$ cat src/rtl/ps2_kbd_decoder.sv
// PS/2 Set-2 scancode to ASCII decoder with make/break/extended tracking,
// shift/caps modifiers and a first-word-fall-through output FIFO.
module ps2_kbd_decoder #(
    parameter int FIFO_DEPTH = 8,
    parameter int CNT_W      = $clog2(FIFO_DEPTH) + 1
) (
    input  logic             clk,
    input  logic             rst,
    input  logic             sc_valid,
    input  logic [7:0]       sc_data,
    input  logic             rd_en,
    input  logic             ovf_clr,
    output logic [7:0]       kbd_data,
    output logic             kbd_valid,
    output logic             fifo_full,
    output logic             overflow,
    output logic [CNT_W-1:0] count
);
    localparam int PW = $clog2(FIFO_DEPTH);

    typedef enum logic [1:0] {IDLE, BRK, EXT, EXT_BRK} state_t;

    state_t           r_state;
    state_t           w_next;
    logic             w_make;
    logic             w_brk;
    logic             r_shift_l;
    logic             r_shift_r;
    logic             r_caps_held;
    logic             r_caps_on;
    logic [7:0]       w_base;
    logic             w_hit;
    logic             w_letter;
    logic [7:0]       w_char;
    logic             w_push;
    logic             w_pop;
    logic             w_drop;
    logic [7:0]       r_mem [FIFO_DEPTH];
    logic [PW-1:0]    r_wr_ptr;
    logic [PW-1:0]    r_rd_ptr;
    logic [CNT_W-1:0] r_count;
    logic             r_ovf;

    always_ff @(posedge clk) begin
        if (!rst) r_state <= IDLE;
        else      r_state <= w_next;
    end

    always_comb begin
        w_next = r_state;
        if (sc_valid) begin
            unique case (r_state)
                IDLE:    w_next = (sc_data == 8'hF0) ? BRK :
                                  (sc_data == 8'hE0) ? EXT : IDLE;
                BRK:     w_next = IDLE;
                EXT:     w_next = (sc_data == 8'hF0) ? EXT_BRK : IDLE;
                EXT_BRK: w_next = IDLE;
                default: w_next = IDLE;
            endcase
        end
    end

    always_comb begin
        w_make = 1'b0;
        w_brk  = 1'b0;
        if (sc_valid) begin
            w_make = (r_state == IDLE) && (sc_data != 8'hF0) && (sc_data != 8'hE0);
            w_brk  = (r_state == BRK);
        end
    end

    // caps_on only toggles on the first make so typematic repeat is harmless
    always_ff @(posedge clk) begin
        if (!rst) begin
            r_shift_l   <= 1'b0;
            r_shift_r   <= 1'b0;
            r_caps_held <= 1'b0;
            r_caps_on   <= 1'b0;
        end else if (w_make || w_brk) begin
            if (sc_data == 8'h12) r_shift_l <= w_make;
            if (sc_data == 8'h59) r_shift_r <= w_make;
            if (sc_data == 8'h58) begin
                r_caps_held <= w_make;
                if (w_make && !r_caps_held) r_caps_on <= ~r_caps_on;
            end
        end
    end

    always_comb begin
        w_base   = 8'h00;
        w_hit    = 1'b1;
        w_letter = 1'b1;
        case (sc_data)
            8'h1C: w_base = 8'h61;
            8'h32: w_base = 8'h62;
            8'h21: w_base = 8'h63;
            8'h23: w_base = 8'h64;
            8'h24: w_base = 8'h65;
            8'h2B: w_base = 8'h66;
            8'h34: w_base = 8'h67;
            8'h33: w_base = 8'h68;
            8'h43: w_base = 8'h69;
            8'h3B: w_base = 8'h6A;
            8'h42: w_base = 8'h6B;
            8'h4B: w_base = 8'h6C;
            8'h3A: w_base = 8'h6D;
            8'h31: w_base = 8'h6E;
            8'h44: w_base = 8'h6F;
            8'h4D: w_base = 8'h70;
            8'h15: w_base = 8'h71;
            8'h2D: w_base = 8'h72;
            8'h1B: w_base = 8'h73;
            8'h2C: w_base = 8'h74;
            8'h3C: w_base = 8'h75;
            8'h2A: w_base = 8'h76;
            8'h1D: w_base = 8'h77;
            8'h22: w_base = 8'h78;
            8'h35: w_base = 8'h79;
            8'h1A: w_base = 8'h7A;
            default: begin
                w_letter = 1'b0;
                case (sc_data)
                    8'h45:   w_base = 8'h30;
                    8'h16:   w_base = 8'h31;
                    8'h1E:   w_base = 8'h32;
                    8'h26:   w_base = 8'h33;
                    8'h25:   w_base = 8'h34;
                    8'h2E:   w_base = 8'h35;
                    8'h36:   w_base = 8'h36;
                    8'h3D:   w_base = 8'h37;
                    8'h3E:   w_base = 8'h38;
                    8'h46:   w_base = 8'h39;
                    8'h29:   w_base = 8'h20;
                    8'h5A:   w_base = 8'h0D;
                    8'h66:   w_base = 8'h08;
                    default: w_hit  = 1'b0;
                endcase
            end
        endcase
    end

    assign w_char = (w_letter && ((r_shift_l | r_shift_r) ^ r_caps_on))
                    ? w_base - 8'h20 : w_base;

    assign fifo_full = (r_count == CNT_W'(FIFO_DEPTH));
    assign w_pop     = rd_en && (r_count != '0);
    assign w_push    = w_make && w_hit && (!fifo_full || w_pop);
    assign w_drop    = w_make && w_hit && fifo_full && !w_pop;

    always_ff @(posedge clk) begin
        if (w_push) r_mem[r_wr_ptr] <= w_char;
    end

    always_ff @(posedge clk) begin
        if (!rst) begin
            r_wr_ptr <= '0;
            r_rd_ptr <= '0;
            r_count  <= '0;
            r_ovf    <= 1'b0;
        end else begin
            if (w_push) r_wr_ptr <= r_wr_ptr + PW'(1);
            if (w_pop)  r_rd_ptr <= r_rd_ptr + PW'(1);
            if (w_push && !w_pop)      r_count <= r_count + CNT_W'(1);
            else if (w_pop && !w_push) r_count <= r_count - CNT_W'(1);
            if (w_drop)       r_ovf <= 1'b1;
            else if (ovf_clr) r_ovf <= 1'b0;
        end
    end

    assign kbd_valid = (r_count != '0);
    assign kbd_data  = kbd_valid ? r_mem[r_rd_ptr] : 8'h00;
    assign overflow  = r_ovf;
    assign count     = r_count;
endmodule

$ cat config.mk
export PLATFORM = sky130hd
export DESIGN_NAME = ps2_kbd_decoder
export DESIGN_NICKNAME = d
export VERILOG_FILES = /design/src/rtl/ps2_kbd_decoder.sv
export SDC_FILE = /design/constraint.sdc
export NUM_CORES = 1
export LEC_CHECK = 0
export BUFFER_PORTS_ARGS = -buffer_cell sky130_fd_sc_hd__buf_2
export CORE_UTILIZATION = 61
export CTS_CLUSTER_SIZE = 16
export DETAILED_ROUTE_END_ITERATION = 8
export PLACE_DENSITY = 0.83
export RECOVER_POWER = 50
export SYNTH_ARGS = -nofsm -noshare
export SYNTH_HDL_FRONTEND = slang
export SYNTH_SLANG_ARGS = --single-unit
$ cat constraint.sdc
create_clock -name clk -period 5.4 [get_ports clk]
set_input_delay 1.62 -clock clk [delete_from_list [all_inputs] [get_ports clk]]
set_output_delay 1.62 -clock clk [all_outputs]
set_load 0.02 [all_outputs]
* After elaboration in Yosys (flattened, before gate mapping)
Memory sizes are Yosys's and may differ from the RTL's. A register that Yosys moved wholly into a read port is not among the register bits.
Cells that the tools add are included.
** Storage, ports and cells
- Latch bits :: 0
- Logic and storage cells :: 117
- Bits in writable memories :: 64
- Memory bits (read-only) :: 0
- Input port bits :: 13
- Bits in registers :: 17
- Memories kept :: 1
** Operators by class
- Add/sub/neg operators :: 5
- $mul :: 0
- Multiplexer cells :: 21
- Order comparisons :: 0
- Bitwise gates (word level) :: 3
- Reductions and logical operators :: 28
- Shift-type cells :: 0
- Divide/modulo/power cells :: 0
- Eq/ne operators :: 50
** Memories
- r_mem :: depth 8, width 8, rd ports 1, clocked after Yosys merged registers in 1, wr ports 1, RTL line 38 : logic [7:0] r_mem [FIFO_DEPTH];
** Operators with widths (count)
- 8-bit by 6-bit equality test with 1-bit output, second input constant :: 23
- 7-bit case mux with 26 select lines :: 1
- 8-bit by 7-bit equality test with 1-bit output, second input constant :: 11
- 6-bit case mux with 13 select lines :: 1
- 8-bit by 5-bit equality test with 1-bit output, second input constant :: 8
- 26-bit OR reduction :: 1
- 8-bit equality test, second input constant :: 2
- 8-bit 2-to-1 mux :: 2
- 8-bit inequality test, second input constant :: 2
- 13-bit OR reduction :: 1
- 1-bit logical AND :: 11
- 1-bit 2-to-1 mux :: 9
- 4-bit 2-to-1 mux :: 2
- 8-bit by 6-bit subtractor with 8-bit output, second input constant :: 1
- 3-bit by 1-bit adder with 3-bit output, second input constant :: 2
- 2-bit 2-to-1 mux :: 3
- 3-bit 2-to-1 mux :: 2
- 2-bit case mux with 3 select lines :: 1
- 2-bit AND reduction :: 3
- 4-bit by 1-bit adder with 4-bit output, second input constant :: 1
- 2-bit equality test, second input constant :: 2
- 4-bit equality test, second input constant :: 1
- 1-bit zero test :: 4
- 2-bit nonzero test :: 2
- 10 further kinds :: 11

* Depth between registers and ports, before layout
Gate-level depths: netlist of the first run.
- Depth in word-level cells :: 10
- Depth in mapped cells :: 18

* Worst setup path before layout of the first run
Ideal clock, no wire load.
- Path type :: input to register
- Start point :: input sc_data[0]
- End point :: register r_count[3], in the netlist count[3]
- Data required time :: 5.330 ns
- Buffers on the path :: 3
- Path slack :: 0.919 ns
- Arrival time :: 4.412 ns
- Library setup time :: 0.070 ns
- Cell stages on the path :: 17
- Cells stage by stage :: buf_2 -> buf_2 -> nor2_1 -> and4_1 -> a211oi_1 -> nand4_4 -> nand2_4 -> buf_6 -> inv_1 -> ha_1 -> inv_1 -> ha_1 -> a21o_1 -> a21oi_1 -> xnor2_1 -> or3_1 -> a21oi_1
** On the way
- Longest elaborated chain between the ends :: 9
- Elaborated cells between the ends (all ways) :: 55
** Ends and longest elaborated chain
- from (decl) :: RTL line 10 : input logic [7:0] sc_data,
- 8-bit by 7-bit equality test with 1-bit output (tied with other cells) :: RTL line 122 : case (sc_data)
- 13-bit OR reduction (no line) / 1-bit logical AND (equally long branches)
- 1-bit 2-to-1 mux / 1-bit logical AND (equally long branches) :: RTL line 122, 67
- 1-bit 2-to-1 mux, on equally long branches :: RTL line 93, 66
- 1-bit logical AND (*) (2 in a row) :: RTL line 147 : assign w_push = w_make && w_hit && (!fifo_full || w_pop);
- named net w_push :: RTL line 35 : logic w_push;
- 1-bit zero test :: RTL line 164 : else if (w_pop && !w_push) r_count <= r_count - CNT_W'(1);
- 1-bit logical AND :: RTL line 164
- 2-bit nonzero test (no line)
- to (signal assigned) :: RTL line 163 : if (w_push && !w_pop) r_count <= r_count + CNT_W'(1);
- to (signal assigned) :: RTL line 164
- to (decl) :: RTL line 41 : logic [CNT_W-1:0] r_count;
The timed path passes the listed nets; every way through them passes the cells marked *.
A chain may end at the register's enable or synchronous reset.

* Worst setup path after layout of the first run
- Start point :: input sc_data[4]
- End point :: register r_count[3], in the netlist count[3]
The elaborated chain is that of the path after synthesis.

==> out/results.md, run 1 <==
| Stage | Item | Reported |
|:---|:---|:---|
| yosys | Mean cell area of the mapped netlist | 11.9 sq um |
| min path | Depth of the worst hold-timing path | 2 |
| yosys | Commonest cells in the netlist | edfxtp_1 (64), nor2_1 (31), nand2_1 (26), dfxtp_1 (20), a21oi_1 (19) |
| sta | Actual slew at the worst max-slew pin | 1.66 ns |
| routing | Met2 Routed Length | 4340 microns |
| cts | Clock tree buffer depth | 2 |
| cts | TritonCTS Buffers | 9 |
| sta | Unrepaired setup endpoints after global routing | no |
| floorplan | Die Span X | 87.0 microns |
| placed design | RD Place Congestion | 0.952 |
| worst setup path | Critical path, cell by cell | buf_2 > or2b_1 > o32ai_1 > a32o_1 > o31ai_1 > nand4_4 > nand2_4 > inv_1 > ha_1 > inv_1 > ha_1 > a21o_1 > a21oi_1 > xnor2_1 > or3_1 > a21oi_1 |
| global route | First-pass GRT wire length | 13,800 microns |
| global route | Initial antenna violation count | 0 |
| final layout | Non-Filler Cell Area, Final | 4740 sq um |
| worst setup path | R2R Path End | count[3] |
| routing | Routed length per instance | 17.3 microns |
| pwr | Sequential share of power | 50.1% |
| routing | Drt first pass iters | 4 |
| pwr | Highest ir drop seen on vdd | 226 uV |
| yosys | Library cell with the largest summed area after synthesis | edfxtp_1 |
| routing | Routed Antenna Nets | 0 |
| global route | Pin count of the biggest net entering global routing | 30 |
| cts | Root Buffer Master | clkbuf_8 |
| cts | CTS tree | built |
| routing | Vias | 2,969 |
| worst setup path | Kind of critical path | in2reg |
| min path | Class of the most critical hold timing path | reg2reg |
| yosys | Number of unique standard cell types used by synthesis | 63 |
| cts | Post CTS Setup Buffer Count | 0 |
| min path | Endpoint of the worst hold path | overflow |
| final layout | Fillers | 533 |
| floorplan | Total number of placement rows | 30 |
| routing | Remaining design rule violation count | 0 |
| yosys | Share of the synthesized area in the top cell type | 43.6% |
| routing | Via density per instance | 5.99 |
| pwr | Internal portion of total power | 1.05 mW |
| sta | Setup Skew | 0.0119 ns |
| yosys | Yosys warning total | 0 |
| final layout | Layout-stage area growth over the synthesis result | 7.58% |
| global route | Global-route total usage across every layer | 24.7% |
| yosys | Most used standard cell by instance count after synthesis | edfxtp_1 |
| final layout | Number of nets at the end of the flow | 414 |
| placed design | HPWL after DPL | 5870 microns |
| yosys | Async set-reset flop share out of synthesis | 0% |
| floorplan | Top-Level Pins | 28 |
| routing | Violation count after the first detailed-route iteration | 150 |
| sta | Worst Slack Setup Final | 0.656 ns |
| routing | Post-Route M1 WL | 3810 microns |
| global route | Overall overflow remaining after global route | 0 |
| placed design | Number of buffer cells added on primary ports | 27 |
| routing | Met3 wire len | 393 microns |
| cts | Clock Sinks | 84 |
| worst setup path | Startpoint Class | input port |
| pwr | PwrDens | 324 nW/um^2 |
| pwr | Net switching power of the design | 485 uW |
| worst setup path | Largest fanout on the critical path | 24 |
| global route | Number of global-route vias before repair | 2,797 |
| final layout | Ant. Diodes | 0 |
| final layout | Fraction of final layout cells with drive strength greater than 1 | 16.8% |
| sta | Final Max Tran Viols | 10 |
| yosys | Synth Register Bits | 84 |
| run status | Status | complete, but fails checks |
| worst setup path | CP endpoint kind | register |
| sta | Post-layout minimum cycle time | 4.74 ns |
| floorplan | Core outline area | 6870 sq um |
| sta | Final Setup Violations | 0 |
| pwr | Clock share of power | 25.4% |
| pwr | Leak pwr | 1.59 nW |
| worst setup path | Crit path largest cell delay | 0.50 ns |
| min path | Worst hold start | overflow |
| pwr | Part of the power in combinational logic | 24.5% |
| worst setup path | Data required time at the worst endpoint | 5.68 ns |
| yosys | Total standard cell area after synthesis | 4410 sq um |
| worst setup path | Startpoint of the lowest-slack register-to-register path | count[0] |
| floorplan | Initial core utilization | 64.1% |
| cts | Hold buffer count at cts | 0 |
| cts | H-tree level count | 3 |
| yosys | Largest cells by area after synthesis | edfxtp_1 (44%), dfxtp_1 (9.1%), mux4_2 (8.2%), mux2i_1 (3.0%), nor2_1 (2.6%) |
| pwr | Switching part of the total power | 31.6% |
| worst setup path | Worst R2R Setup Slack | 1.62 ns |
| cts | Worst-skew pair later-pin latency | 0.35 ns |
| flow run | Maxcap violations | 1 |
| sta | Hold violation count in the final report | 0 |
| worst setup path | Arr. time, crit path | 5.02 ns |
| yosys | Seq/Total Area, Yosys | 52.7% |
| sta | Final critical-path share of the clock period | 87.8% |
| worst setup path | Cell with the largest stage delay on the worst path | o31ai_1 |
| cts | Clock-pin slew reported for the worst setup and hold paths after clock tree synthesis | 0.08 ns |
| sta | Final-layout setup total negative slack | 0 ns |
| routing | Top layer reached by signal wires | met4 |
| placed design | Standard cell area after detailed placement | 4620 sq um |
| sta | Max transition margin | -11.9% |
| run status | Violations in the final reports | capacitance limit, slew limit |
| worst setup path | Logic depth of the worst register-to-register path | 11 |
| cts | CTS resizes | 0 |
| sta | Fmax | 211 MHz |
| placed design | Worst setup slack before clock tree synthesis | 0.476 ns |
| floorplan | Area of the die | 7570 sq um |
| routing | Total Wirelength | 8600 microns |
| yosys | Most used flip-flop cell after synthesis | edfxtp_1 |
| yosys | Post-synthesis cell count | 369 |
| floorplan | Overall die height | 87.0 microns |
| yosys | Number of synthesized flops with an enable pin | 64 |
-- metal layers --
metal | vias up | GRT usage, %
met4 | 0 | 7.27
li1 | 1429 | -
met2 | 109 | 41.7
met5 | - | 0
met1 | 1421 | 32.5
met3 | 10 | 4.74
-- worst max-delay path by stage --
stage | start | end | depth (start not counted)
floorplan | sc_data[0] | count[3] | 17
global placement | sc_data[4] | count[3] | 16
detailed placement | sc_data[4] | count[3] | 16
CTS | sc_data[2] | count[3] | 16
global route | sc_data[3] | count[3] | 16
finish | sc_data[4] | count[3] | 16
-- power groups by stage --
stage	Combinational [mW]	Clock [mW]	Sequential (mW)
after floorplan	0.308	0	0.763
after global placement	0.371	0	0.787
after detailed placement	0.382	0	0.788
after CTS	0.385	0.399	0.774
after global routing	0.412	0.424	0.779
final	0.377	0.391	0.770
-- metrics by stage --
step                      hold WS, ns  power, mW  cells  util [%]
after floorplan                 0.438       1.07    376         -
final                           0.472       1.54    496      69.0
after CTS                       0.477       1.56    496      69.7
after detailed placement        0.465       1.17    480      67.2
after global routing            0.508       1.62    496      69.0
after global placement          0.455       1.16    480      67.2
-- cell families (layout without fill, tap and decap cells) --
logic type | Yosys count | in the layout | synth area share (%)
AO/OA/AOI/OAI | 57 | 57 | 8.49
XOR/XNOR | 9 | 9 | 1.79
adder cells (fa/ha/maj) | 6 | 6 | 1.87
buffers and inverters | 35 | 59 | 3.64
flip-flops | 84 | 84 | 52.7
multiplexers | 30 | 30 | 11.4
other | 1 | 8 | 0.0851
AND/OR/NAND/NOR | 147 | 147 | 20.0
-- layout make-up --
cell class	instances	area [sq um]	share of cell area, %
multi-input combinational	257	1920	40.5
timing repair buffer	33	164	3.46
clock inverter	7	50.0	1.06
inverter	10	37.5	0.792
tap	96	120	2.53
clock buffer	9	124	2.61
sequential	84	2320	49.0
-- sequential cells by signal, summed over array words and instances (netlist names), named ones only --
name	cells
r_rd_ptr	3
r_wr_ptr	3
count	4
r_shift_l	1
r_mem	64
r_caps_held	1
r_caps_on	1
r_state	2
r_shift_r	1
overflow	1
-- cell usage in the layout, fill, tap and decap left out, types with 3 or more instances in the layout --
master | synthesis | final
nand4b_1 | 3 | 3
clkbuf_1 | 6 | 9
xnor2_1 | 6 | 6
nand2b_1 | 10 | 10
o21ai_0 | 11 | 11
buf_4 | 2 | 4
a21oi_1 | 19 | 19
o211ai_1 | 3 | 3
inv_1 | 10 | 10
nor3_2 | 4 | 3
edfxtp_1 | 64 | 64
clkbuf_8 | 0 | 9
nor4b_1 | 4 | 3
mux2i_1 | 13 | 13
nor3b_1 | 2 | 3
xor2_1 | 3 | 3
ha_1 | 5 | 5
nor4_1 | 1 | 4
o22ai_1 | 5 | 5
conb_1 | 1 | 8
dfxtp_1 | 20 | 20
nand2_1 | 26 | 26
and2_1 | 5 | 5
mux4_2 | 16 | 16
buf_2 | 11 | 20
nand3_1 | 13 | 13
nor2b_1 | 16 | 16
nor2_1 | 31 | 31
nor3_1 | 8 | 9
-- critical path, delay by kind of cell --
kind	cells	cell delay, ns
fa+ha+maj	2	0.46
simple gates	4	0.94
xor+xnor	1	0.09
buf+inv	3	0.52
compound gates	6	1.37
Note: power is estimated with default switching activity, not from simulation.
==> run 2: changes to the inputs <==
BUFFER_PORTS_ARGS = unset   (was -buffer_cell sky130_fd_sc_hd__buf_2)
CORE_UTILIZATION = 63   (was 61)
DONT_BUFFER_PORTS = 1   (was unset)
PLACE_DENSITY = 0.82   (was 0.83)
==> out/results.md, run 2 (synthesis gave the netlist of run 1 again) <==
| Stage | Item | Reported |
|:---|:---|:---|
| run status | Status | complete, but fails checks |
| run status | Violations in the final reports | capacitance limit, slew limit |
| sta | Min Hold Slack | 0.485 ns |
| global route | Overall overflow remaining after global route | 0 |
| routing | Remaining design rule violation count | 0 |
| floorplan | Total number of placement rows | 30 |
| placed design | Number of buffer cells added on primary ports | 0 |
| global route | Busiest metal layer after global routing | met2 |
| final layout | Most common cell after layout, fill and taps aside | edfxtp_1 |
| sta | Post-layout minimum cycle time | 4.68 ns |
| final layout | Fillers | 499 |
| final layout | Area used by multi-input combinational logic | 1890 sq um |
| pwr | Leak pwr | 1.51 nW |
| worst setup path | Largest fanout on the critical path | 24 |
| floorplan | Initial core utilization | 65.2% |
| sta | Final Max Tran Viols | 10 |
| global route | Pin count of the biggest net entering global routing | 30 |
| routing | Drt first pass iters | 4 |
| final layout | Area occupied by registers | 2320 sq um |
| sta | Fmax | 214 MHz |
| final layout | Number of nets at the end of the flow | 387 |
| final layout | Flip-flop count of the largest register after layout | 64 |
| worst setup path | Data required time at the worst endpoint | 5.67 ns |
| cts | Worst-skew pair later-pin latency | 0.35 ns |
| sta | Max transition margin | -8.80% |
| cts | Clock-pin slew reported for the worst setup and hold paths after clock tree synthesis | 0.08 ns |
| floorplan | Area of the die | 7330 sq um |
| global route | First-pass GRT wire length | 13,500 microns |
| floorplan | Top-Level Pins | 28 |
| global route | Initial antenna violation count | 0 |
| global route | Global-route total usage across every layer | 24.6% |
| sta | Hold violation count in the final report | 0 |
| cts | Hold buffer count at cts | 0 |
| floorplan | Core outline area | 6760 sq um |
| worst setup path | Logic depth of the worst register-to-register path | 11 |
| pwr | Highest ir drop seen on vdd | 226 uV |
| cts | CTS tree | built |
| placed design | HPWL after DPL | 5740 microns |
| routing | Routed length per instance | 18.5 microns |
| final layout | Layout-stage area growth over the synthesis result | 4.57% |
| routing | Total Wirelength | 8370 microns |
| routing | Routed Antenna Nets | 0 |
| routing | Via density per instance | 6.48 |
| cts | H-tree level count | 3 |
| worst setup path | CP endpoint kind | register |
| floorplan | Overall die height | 85.6 microns |
| cts | TritonCTS Buffers | 9 |
| cts | Clock Sinks | 84 |
| sta | Worst Slack Setup Final | 0.718 ns |
| worst setup path | Startpoint Class | input port |
| worst setup path | Arr. time, crit path | 4.95 ns |
| global route | Met2 Resource Use GR | 40.8% |
| sta | Setup Skew | 0.00867 ns |
| placed design | Standard cell area after detailed placement | 4460 sq um |
| routing | Violation count after the first detailed-route iteration | 184 |
| placed design | RD Place Congestion | 0.895 |
| worst setup path | Kind of critical path | in2reg |
| sta | Final-layout setup total negative slack | 0 ns |
| global route | M1 GR Usage | 31.6% |
| final layout | Ant. Diodes | 0 |
| final layout | Leading cell types in the layout, fill and taps excluded | edfxtp_1 (64), nor2_1 (31), nand2_1 (27) |
| floorplan | Die Span X | 85.6 microns |
| cts | Clock tree buffer depth | 2 |
| final layout | Non-Filler Cell Area, Final | 4610 sq um |
| routing | Vias | 2,937 |
| min path | Depth of the worst hold-timing path | 2 |
| flow run | Maxcap violations | 1 |
| sta | Final Setup Violations | 0 |
| cts | CTS resizes | 0 |
| sta | Actual slew at the worst max-slew pin | 1.62 ns |
| global route | Number of global-route vias before repair | 2,807 |
| min path | Class of the most critical hold timing path | reg2reg |
| cts | Root Buffer Master | clkbuf_8 |
| final layout | Fraction of final layout cells with drive strength greater than 1 | 11.8% |
| sta | Unrepaired setup endpoints after global routing | no |
| global route | Routing usage on met3 | 4.62% |
| pwr | PwrDens | 339 nW/um^2 |
| sta | Final critical-path share of the clock period | 86.7% |
| cts | Post CTS Setup Buffer Count | 0 |
| final layout | Most flops, register | r_mem |
| placed design | Worst setup slack before clock tree synthesis | 0.739 ns |
run 2: critical path: stages:
cell and delay (ns):
or4b_1 0.63, a221oi_1 0.37, a31o_2 0.18, nor3_1 0.05, nand4_1 0.17, nand2_1 0.31
inv_1 0.14, ha_1 0.19, inv_1 0.09, ha_1 0.29, a21o_1 0.17, a21oi_1 0.18
xnor2_1 0.09, or3_1 0.30, a21oi_1 0.16
run 2: layout make-up:
type                            count  area share [%]
Tap cell                           80            2.17
Clock buffer                       11            2.85
Multi-Input combinational cell    257            41.1
Sequential cell                    84            50.4
Clock inverter                      5            1.85
Timing Repair Buffer                6           0.815
Inverter                           10           0.815
run 2: final timing paths:
| check | startpoint | end | slack (ns) |
|---|---|---|---|
| setup / recovery | sc_data[4] | count[3] | 0.72 |
| hold / removal | r_caps_held | r_caps_held | 0.48 |
| setup reg to reg | count[0] | count[3] | 1.29 |
| hold reg to reg | r_caps_held | r_caps_held | 0.48 |
run 2: routing by layer:
metal / wire (microns) / share of wire (%) / up-vias
met5: 0 / 0 / -
met4: 214 / 2.6 / 0
met3: 464 / 5.5 / 20
met2: 4060 / 48 / 115
met1: 3630 / 43 / 1425
li1: - / - / 1377
run 2: power breakdown:
group / internal (mW) / switching, mW / total, mW
Clock: 0.263 / 0.212 / 0.476
Sequential: 0.720 / 0.0609 / 0.781
Combinational: 0.135 / 0.172 / 0.307
Total: 1.12 / 0.445 / 1.56
run 2: stage by stage:
| stage | utilization (%) | power (mW) | instances |
|---|---|---|---|
| floorplan | - | 1.07 | 376 |
| global placement | 66.0 | 1.10 | 437 |
| detailed placement | 66.0 | 1.11 | 437 |
| CTS | 69.2 | 1.58 | 453 |
| global route | 68.2 | 1.64 | 453 |
| finish | 68.2 | 1.56 | 453 |
